File: src/rtl/fetch_stage_pkg.sv
// Shared constants and helpers for the MIPS fetch stage.
package fetch_stage_pkg;

    localparam logic [31:0] PC_RESET_DEF = 32'h0000_3000;
    localparam logic [31:0] IM_BASE_DEF  = 32'h0000_3000;
    localparam int          IM_WORDS_DEF = 4096;

    localparam logic [31:0] NOP = 32'h0000_0000;

    typedef logic [4:0] exc_code_t;

    localparam exc_code_t EXC_NONE = 5'd0;
    localparam exc_code_t EXC_ADEL = 5'd4;

    // True when pc is misaligned or outside [base, limit); limit is 33 bits
    // so an IM that ends exactly at 2^32 still compares correctly.
    function automatic logic fetch_error(input logic [31:0] pc,
                                         input logic [31:0] base,
                                         input logic [32:0] limit);
        return (pc[1:0] != 2'b00) || (pc < base) || ({1'b0, pc} >= limit);
    endfunction

endpackage

File: src/rtl/fetch_stage_if_id_reg.sv
// IF/ID pipeline register: instruction, its PC, link value, fetch exception
// code and bubble flag. Priority is clear > stall > load.
module if_id_reg
    import fetch_stage_pkg::*;
#(
    parameter logic [31:0] PC_RESET = PC_RESET_DEF
) (
    input  logic        clk,
    input  logic        reset,
    input  logic        clear,
    input  logic        stall,
    input  logic [31:0] ir_in,
    input  logic [31:0] pc_in,
    input  logic [31:0] pc8_in,
    input  exc_code_t   exc_in,
    output logic [31:0] ir,
    output logic [31:0] pc,
    output logic [31:0] pc8,
    output exc_code_t   exc,
    output logic        bubble
);

    // Bubble on clear (PC still tracks F so D_PC stays meaningful), hold on stall, else load.
    always_ff @(posedge clk or posedge reset) begin
        if (reset) begin
            ir     <= NOP;
            pc     <= PC_RESET;
            pc8    <= PC_RESET + 32'd8;
            exc    <= EXC_NONE;
            bubble <= 1'b1;
        end else if (clear) begin
            ir     <= NOP;
            pc     <= pc_in;
            pc8    <= pc8_in;
            exc    <= EXC_NONE;
            bubble <= 1'b1;
        end else if (!stall) begin
            ir     <= ir_in;
            pc     <= pc_in;
            pc8    <= pc8_in;
            exc    <= exc_in;
            bubble <= 1'b0;
        end
    end

endmodule

File: src/rtl/fetch_stage.sv
// F stage: PC register, next-PC selection, fetch address check and the
// IF/ID register feeding the decoder.
module fetch_stage
    import fetch_stage_pkg::*;
#(
    parameter logic [31:0] PC_RESET = PC_RESET_DEF,
    parameter logic [31:0] IM_BASE  = IM_BASE_DEF,
    parameter int          IM_WORDS = IM_WORDS_DEF
) (
    input  logic        clk,
    input  logic        reset,
    input  logic        stall,
    input  logic        clear,
    input  logic        redirect,
    input  logic [31:0] redirect_pc,
    output logic [31:0] im_addr,
    input  logic [31:0] im_rdata,
    output logic [31:0] F_PC,
    output logic [31:0] D_IR,
    output logic [31:0] D_PC,
    output logic [31:0] D_PC8,
    output logic [4:0]  D_exc,
    output logic        D_bubble
);

    localparam logic [32:0] IM_END = {1'b0, IM_BASE} + (33'(IM_WORDS) << 2);

    logic [31:0] pc_q;
    logic [31:0] pc_plus4;
    logic [31:0] pc_plus8;
    logic        fetch_err;
    logic [31:0] ir_next;
    exc_code_t   exc_next;

    assign pc_plus4  = pc_q + 32'd4;
    assign pc_plus8  = pc_q + 32'd8;
    assign fetch_err = fetch_error(pc_q, IM_BASE, IM_END);
    assign ir_next   = fetch_err ? NOP : im_rdata;
    assign exc_next  = fetch_err ? EXC_ADEL : EXC_NONE;

    assign F_PC    = pc_q;
    assign im_addr = pc_q;

    // PC: stall freezes it (a redirect seen during stall is re-asserted by D later),
    // otherwise take the redirect target or fall through to PC+4.
    always_ff @(posedge clk or posedge reset) begin
        if (reset)
            pc_q <= PC_RESET;
        else if (!stall)
            pc_q <= redirect ? redirect_pc : pc_plus4;
    end

    if_id_reg #(
        .PC_RESET(PC_RESET)
    ) u_if_id (
        .clk    (clk),
        .reset  (reset),
        .clear  (clear),
        .stall  (stall),
        .ir_in  (ir_next),
        .pc_in  (pc_q),
        .pc8_in (pc_plus8),
        .exc_in (exc_next),
        .ir     (D_IR),
        .pc     (D_PC),
        .pc8    (D_PC8),
        .exc    (D_exc),
        .bubble (D_bubble)
    );

endmodule

File: config.mk
export PLATFORM = sky130hd
export DESIGN_NAME = fetch_stage
export DESIGN_NICKNAME = d
export VERILOG_FILES = /design/src/rtl/fetch_stage_pkg.sv /design/src/rtl/fetch_stage_if_id_reg.sv /design/src/rtl/fetch_stage.sv
export SDC_FILE = /design/constraint.sdc
export NUM_CORES = 1
export LEC_CHECK = 0
export ABC_AREA = 1
export CAP_MARGIN = 0
export CORE_AREA = 3 3 165 167
export DETAILED_ROUTE_END_ITERATION = 12
export DIE_AREA = 0 0 168 170
export SYNTH_ARGS = -nofsm -noshare
export SYNTH_HDL_FRONTEND = slang
export SYNTH_HIERARCHICAL = 1
export SYNTH_SLANG_ARGS = --single-unit
File: constraint.sdc
create_clock -name clk -period 6.97 [get_ports clk]
set_clock_uncertainty 0.1 [all_clocks]
set_input_delay 2.091 -clock clk [delete_from_list [all_inputs] [get_ports clk]]
set_output_delay 2.091 -clock clk [all_outputs]
set_load 0.01 [all_outputs]
==> impl_metrics.json, run 1 <==
{
  "vdd.ir_drop.worst_mv": 0.154,
  "avgViaCountPerCell": 4.66,
  "crit_chain": "clkdlybuf4s50_1 -> inv_1 -> nor2_2 -> inv_1 -> o22ai_1 -> a31oi_1",
  "powerDensity_nw_per_um2": 238,
  "syn_avg_cell_area_um2": 7.73,
  "number_of_antenna_violations_at_the_first_check_in_global_routing": 0,
  "syn_area_um2": 7710,
  "final-setup-viol-count": 0,
  "drc_violations": 0,
  "globalplace.congestion": 0.863,
  "r2r_cells": 9,
  "net_switching_power_figure_w": 0.000803,
  "timing.setup.tns_ps": 0,
  "timing.critical_path.to_type": "flip-flop",
  "combPwrFrac_pct": 26.2,
  "drt_wl_total_um": 25700,
  "via_count_of_the_first_global_routing_pass": 6832,
  "path_buf_inv": 3,
  "sw_frac_of_total_pct": 32.2,
  "firstDrtPassIters": 5,
  "tot_gr_track_use_pct": 17.8,
  "worst_hold_slack_ps": 366,
  "setup_repair_after_global_routing_missed_its_margin": "no",
  "fmax_ghz": 0.232,
  "grt_start_max_net_pins": 100,
  "max-clock-path-buffers": 2,
  "cts_tree": "built",
  "cp.depth": 6,
  "drt_first_iter_violations": 566,
  "crit_path_max_fanout": 24,
  "detailroute.via_count": 7090,
  "yosysSeqAreaShare_pct": 43.6,
  "die_x_um": 168,
  "number_of_buffer_cells_added_on_primary_ports": 234,
  "intPower_w": 0.00169,
  "path_common_cell": "inv_1",
  "worst_skew_pair_latency_ps": 420,
  "cts_root_buf": "clkbuf_16",
  "cts-htree-levels": 4,
  "yosys_warnings": 6,
  "synthDistinctLibCells": 39,
  "num-nets-final": 1246,
  "grt_first_pass_wirelength_um": 39800,
  "core_area_um2": 25900,
  "overflow": 0,
  "route.antenna.remaining_nets": 0,
  "numCtsBuffers": 17,
  "cts_hold_buffers_added": 0,
  "cell_count_after_synthesis": 997,
  "postSynthRegisterBits": 134,
  "required_ps": 7150,
  "post_dp_cell_area_um2": 9910,
  "total_leakage_power_nw": 4.98,
  "cts_setup_buffers": 0,
  "row_count": 59,
  "crit_path_max_incr_delay_ps": 740,
  "cp_slowest_cell": "nor2_2",
  "outcome": "completed",
  "worstSetupPathType": "in2reg",
  "clkPwrFrac_pct": 34.1,
  "avgRoutedWirePerCell_um": 16.9,
  "worst_slew_margin_rel_pct": 37.6,
  "share_seq_of_total_power_pct": 39.7,
  "final-max-slew-violation-count": 0,
  "postLayoutCellArea_um2": 10500,
  "holdPathStages": 2,
  "crit_arrival_ps": 4490,
  "die_y_um": 170,
  "cap_viol_max_count": 0,
  "hpwl_um": 18500,
  "hold_viol": 0,
  "top_level_ports": 235,
  "drive_above_1_share_pct": 8.51,
  "worst_path_dominant_cell_family": "buffers and inverters",
  "cts.clk_slew.worst_paths_ps": 60,
  "worstMarginPinSlew_ps": 936,
  "final_period_minus_worst_setup_slack_ps": 4310,
  "initial_core_util_pct": 29.8,
  "n_antenna_cell": 0,
  "startpoint_class": "primary input",
  "die_outline_area_um2": 28600,
  "min_path_type": "reg2reg",
  "clkSinkCount": 134,
  "num-fill-cells": 2673,
  "syn2layout_area_growth_pct": 35.6,
  "final.period_utilization_pct": 61.9,
  "post_cts.resized_instances": 0
}
## state kept, by name, indices dropped and copies added, names as in the netlist
| name | cells |
|---|---|
| F_PC | 32 |
| u_if_id/exc | 5 |
| u_if_id/pc | 32 |
| u_if_id/pc8 | 32 |
| u_if_id/ir | 32 |
| u_if_id/bubble | 1 |
## worst paths after layout
path / from / endpoint / slack (ps)
max: redirect / F_PC[11]$_DFFE_PP0N_ / 2660
min: u_if_id/bubble$_DFFE_PP1P_ / u_if_id/bubble$_DFFE_PP1P_ / 370
max reg2reg: F_PC[4]$_DFFE_PP0N_ / u_if_id/pc8[27]$_DFFE_PP0P_ / 4810
min reg2reg: u_if_id/bubble$_DFFE_PP1P_ / u_if_id/bubble$_DFFE_PP1P_ / 370
max in group asynchronous: reset / u_if_id/pc[26]$_DFFE_PP0P_ / 3560
min in group asynchronous: reset / F_PC[2]$_DFFE_PP0N_ / 2080
## cells by family (layout without fill, tap and decap cells)
kind of cell             Yosys count  count (layout)  synth area share, %
AO/OA/AOI/OAI                     35              35                 2.63
other                              1               4               0.0486
AND/OR/NAND/NOR                  636             636                 38.4
flip-flops                       134             134                 43.6
XOR/XNOR                          27              27                 3.07
buffers and inverters            161             348                 11.8
adder cells (fa/ha/maj)            3               3                0.487
## metrics by stage
stage | power [W] | instances | setup slack, ps | util [%]
floorplan | 0.00132 | 1000 | 2110 | -
global placement | 0.00166 | 1490 | 2290 | 38.2
detailed placement | 0.00166 | 1490 | 2190 | 38.2
CTS | 0.00252 | 1522 | 2620 | 40.3
global route | 0.00262 | 1522 | 2410 | 40.3
finish | 0.00249 | 1522 | 2660 | 40.3
## worst reg2reg max path, cell delays in order, from the launching register on
cell     delay, ps
dfrtp_1        600
ha_1           380
inv_1          130
nor2_4         150
nand2_4        100
nor3_4         210
nand2_2         70
xor2_1         160
nand2_1         70
nand2_1         60
## synthesized netlist by cell type (all sizes together)
cell type,number,area (µm²)
dfrtp,126,3150
dfstp,8,210
ha,3,37.5
a21boi,1,7.51
o21bai,1,7.51
nand3,183,921
o21ai,17,88.8
nand4,7,58.8
buf,78,594
o22ai,2,12.5
a31oi,2,12.5
a22oi,1,7.51
nor3,10,71.3
o21a,1,7.51
clkbuf,7,27.5
xnor2,1,8.76
o211ai,2,15.0
a21oi,7,35.0
inv,76,285
conb,1,3.75
nor2,116,621
xor2,26,228
nand2,320,1290
o32ai,1,8.76
## metal layers
metal	wire length, µm	vias to the layer above	part of all wire, %	track usage, %
met5	0	-	0	0
met4	187	0	0.73	3.81
met2	12200	226	47	28.6
met3	1440	21	5.6	3.18
met1	11900	3370	46	25.1
li1	-	3473	-	-
## power groups by stage
| stage | clock network [W] | logic (W) | registers [W] |
|---|---|---|---|
| 2_1_floorplan | 0 | 0.000313 | 0.00101 |
| 3_3_place_gp | 0 | 0.000655 | 0.00100 |
| 3_5_place_dp | 0 | 0.000657 | 0.00100 |
| 4_1_cts | 0.000872 | 0.000661 | 0.000992 |
| 5_1_grt | 0.000901 | 0.000708 | 0.00101 |
| 6_report | 0.000850 | 0.000652 | 0.000991 |
## final cells by class
cell class	count	area [µm²]	area share, %
repair buffers	240	2380	22.8
clock buffers	22	464	4.44
multi-input cells	705	3450	33.0
flip-flops and latches	134	3360	32.2
inverters	76	290	2.78
clock inverters	10	82.6	0.790
well taps	335	419	4.01
## cell usage in the layout, fill, tap and decap left out, types with 8 or more instances in the layout
master	count
nand2_1	302
clkdlybuf4s50_1	233
nand3_1	182
dfrtp_1	126
nor2_1	88
inv_1	71
xor2_1	26
clkbuf_16	17
nor2_2	12
nor2_4	12
o21ai_0	12
nand2_2	10
dfstp_2	8
nand2_4	8
No activity file was read; power rests on OpenSTA's default activity.
==> run 2: changes to the inputs <==
==> constraint.sdc (replaced) <==
create_clock -name clk -period 3.9 [get_ports clk]
set_clock_uncertainty 0.1 [all_clocks]
set_input_delay 1.17 -clock clk [delete_from_list [all_inputs] [get_ports clk]]
set_output_delay 1.17 -clock clk [all_outputs]
set_load 0.01 [all_outputs]
==> impl_metrics.json, run 2 (synthesis gave the netlist of run 1 again) <==
{
  "final.period_utilization_pct": 77.2,
  "hpwl_um": 18500,
  "timing.critical_path.to_type": "output port",
  "vdd.ir_drop.worst_mv": 0.238,
  "outcome": "completed",
  "final_common_cell": "nand2_1",
  "num-nets-final": 1254,
  "drt_wl_total_um": 26200,
  "hold_path_end": "u_if_id/bubble$_DFFE_PP1P_",
  "max-clock-path-buffers": 2,
  "route.antenna.remaining_nets": 0,
  "die_x_um": 168,
  "powerDensity_nw_per_um2": 446,
  "crit_path_max_incr_delay_ps": 680,
  "drt_first_iter_violations": 505,
  "cts_setup_buffers": 0,
  "r2r_setup_slack_ps": 1690,
  "worstSetupPathType": "reg2out",
  "initial_core_util_pct": 29.8,
  "total_leakage_power_nw": 5.07,
  "most-common-layout-cells": "302 x nand2_1, 233 x clkdlybuf4s50_1, 182 x nand3_1, 126 x dfrtp_1, 88 x nor2_1",
  "timing.rr.end": "u_if_id/pc8[27]$_DFFE_PP0P_",
  "startpoint_class": "flip-flop",
  "path_buf_inv": 1,
  "crit_path_max_fanout": 9,
  "fmax_ghz": 0.332,
  "grt_start_max_net_pins": 140,
  "clkSinkCount": 134,
  "hold_path.startpoint": "u_if_id/bubble$_DFFE_PP1P_",
  "cp.depth": 1,
  "num-fill-cells": 2622,
  "required_ps": 2630,
  "via_count_of_the_first_global_routing_pass": 6905,
  "detailroute.via_count": 7258,
  "numCtsBuffers": 17,
  "timing.setup.tns_ps": 0,
  "worst_skew_pair_latency_ps": 420,
  "worst_path_dominant_cell_family": "flip-flops",
  "worst_hold_slack_ps": 375,
  "cts-htree-levels": 4,
  "cap_viol_max_count": 0,
  "die_y_um": 170,
  "avgRoutedWirePerCell_um": 17.1,
  "grt_first_pass_wirelength_um": 40500,
  "avgViaCountPerCell": 4.74,
  "firstDrtPassIters": 6,
  "syn2layout_area_growth_pct": 38.2,
  "worst_slew_margin_rel_pct": 50.4,
  "crit_arrival_ps": 1740,
  "min_path_type": "reg2reg",
  "post_dp_cell_area_um2": 9990,
  "crit_chain": "clkdlybuf4s50_1",
  "hold_viol": 0,
  "cts.clk_slew.worst_paths_ps": 60,
  "top_level_ports": 235,
  "final-max-slew-violation-count": 0,
  "die_outline_area_um2": 28600,
  "n_antenna_cell": 0,
  "postLayoutCellArea_um2": 10700,
  "cts_hold_buffers_added": 0,
  "drc_violations": 0,
  "r2r_cells": 9,
  "final_period_minus_worst_setup_slack_ps": 3010,
  "post_cts.resized_instances": 0,
  "setup_slack_ps": 888,
  "cp_slowest_cell": "dfrtp_1",
  "final-setup-viol-count": 0,
  "number_of_buffer_cells_added_on_primary_ports": 234,
  "cts_tree": "built",
  "overflow": 0,
  "r2r-start": "F_PC[4]$_DFFE_PP0N_",
  "tot_gr_track_use_pct": 18.1,
  "cts_root_buf": "clkbuf_16",
  "holdPathStages": 2,
  "dpl_worst_slack_ps": 1050,
  "core_area_um2": 25900,
  "number_of_antenna_violations_at_the_first_check_in_global_routing": 0,
  "worstMarginPinSlew_ps": 744,
  "setup_repair_after_global_routing_missed_its_margin": "no",
  "drive_above_1_share_pct": 9.21,
  "row_count": 59,
  "globalplace.congestion": 0.866
}
==> run 2: layout make-up <==
class | instances | area, µm² | share of cell area (%)
Tap cell | 335 | 419 | 3.94
Clock inverter | 11 | 198 | 1.86
Inverter | 76 | 292 | 2.74
Timing Repair Buffer | 248 | 2470 | 23.2
Sequential cell | 134 | 3360 | 31.6
Multi-Input combinational cell | 705 | 3450 | 32.4
Clock buffer | 21 | 460 | 4.32
==> run 2: worst register-to-register path: stages, from the launching register on <==
cell and delay, ps:
dfrtp_1 640, ha_1 390, inv_1 140, nor2_4 160
nand2_4 100, nor3_4 210, nand2_2 70, xor2_1 150
nand2_1 80, nand2_1 70
==> run 2: per-layer routing <==
layer  vias up  GRT usage (%)  part of all wire (%)
li1       3505              -                     -
met1      3485           24.8                    45
met2       240           29.4                    48
met3        28           3.41                   5.7
met4         0           5.12                   1.8
met5         -              0                     0
==> run 2: through the flow <==
| step | power (W) | utilization, % | cells |
|---|---|---|---|
| after floorplan | 0.00236 | - | 1000 |
| after global placement | 0.00298 | 38.6 | 1498 |
| after detailed placement | 0.00299 | 38.6 | 1498 |
| after CTS | 0.00483 | 41.1 | 1530 |
| after global routing | 0.00499 | 41.1 | 1530 |
| final | 0.00475 | 41.1 | 1530 |
==> run 2: report_power, final <==
part | internal (W) | switching, W | leakage (nW) | total (W)
Clock | 0.00117 | 0.000629 | 0.317 | 0.00180
Sequential | 0.00156 | 0.000208 | 1.67 | 0.00176
Combinational | 0.000569 | 0.000620 | 3.09 | 0.00119
Total | 0.00330 | 0.00146 | 5.07 | 0.00475
==> run 2: how the worst max path moves through the flow <==
stage | slack (ps) | to | start
4_1_cts | 860 | F_PC[5] | F_PC[5]$_DFFE_PP0N_
5_1_grt | 840 | im_addr[6] | F_PC[6]$_DFFE_PP0N_
6_report | 890 | F_PC[5] | F_PC[5]$_DFFE_PP0N_
3_5_place_dp | 1050 | F_PC[11]$_DFFE_PP0N_ | redirect
3_3_place_gp | 1080 | F_PC[11]$_DFFE_PP0N_ | redirect
2_1_floorplan | 1420 | u_if_id/exc[0]$_DFFE_PP0P_ | reset
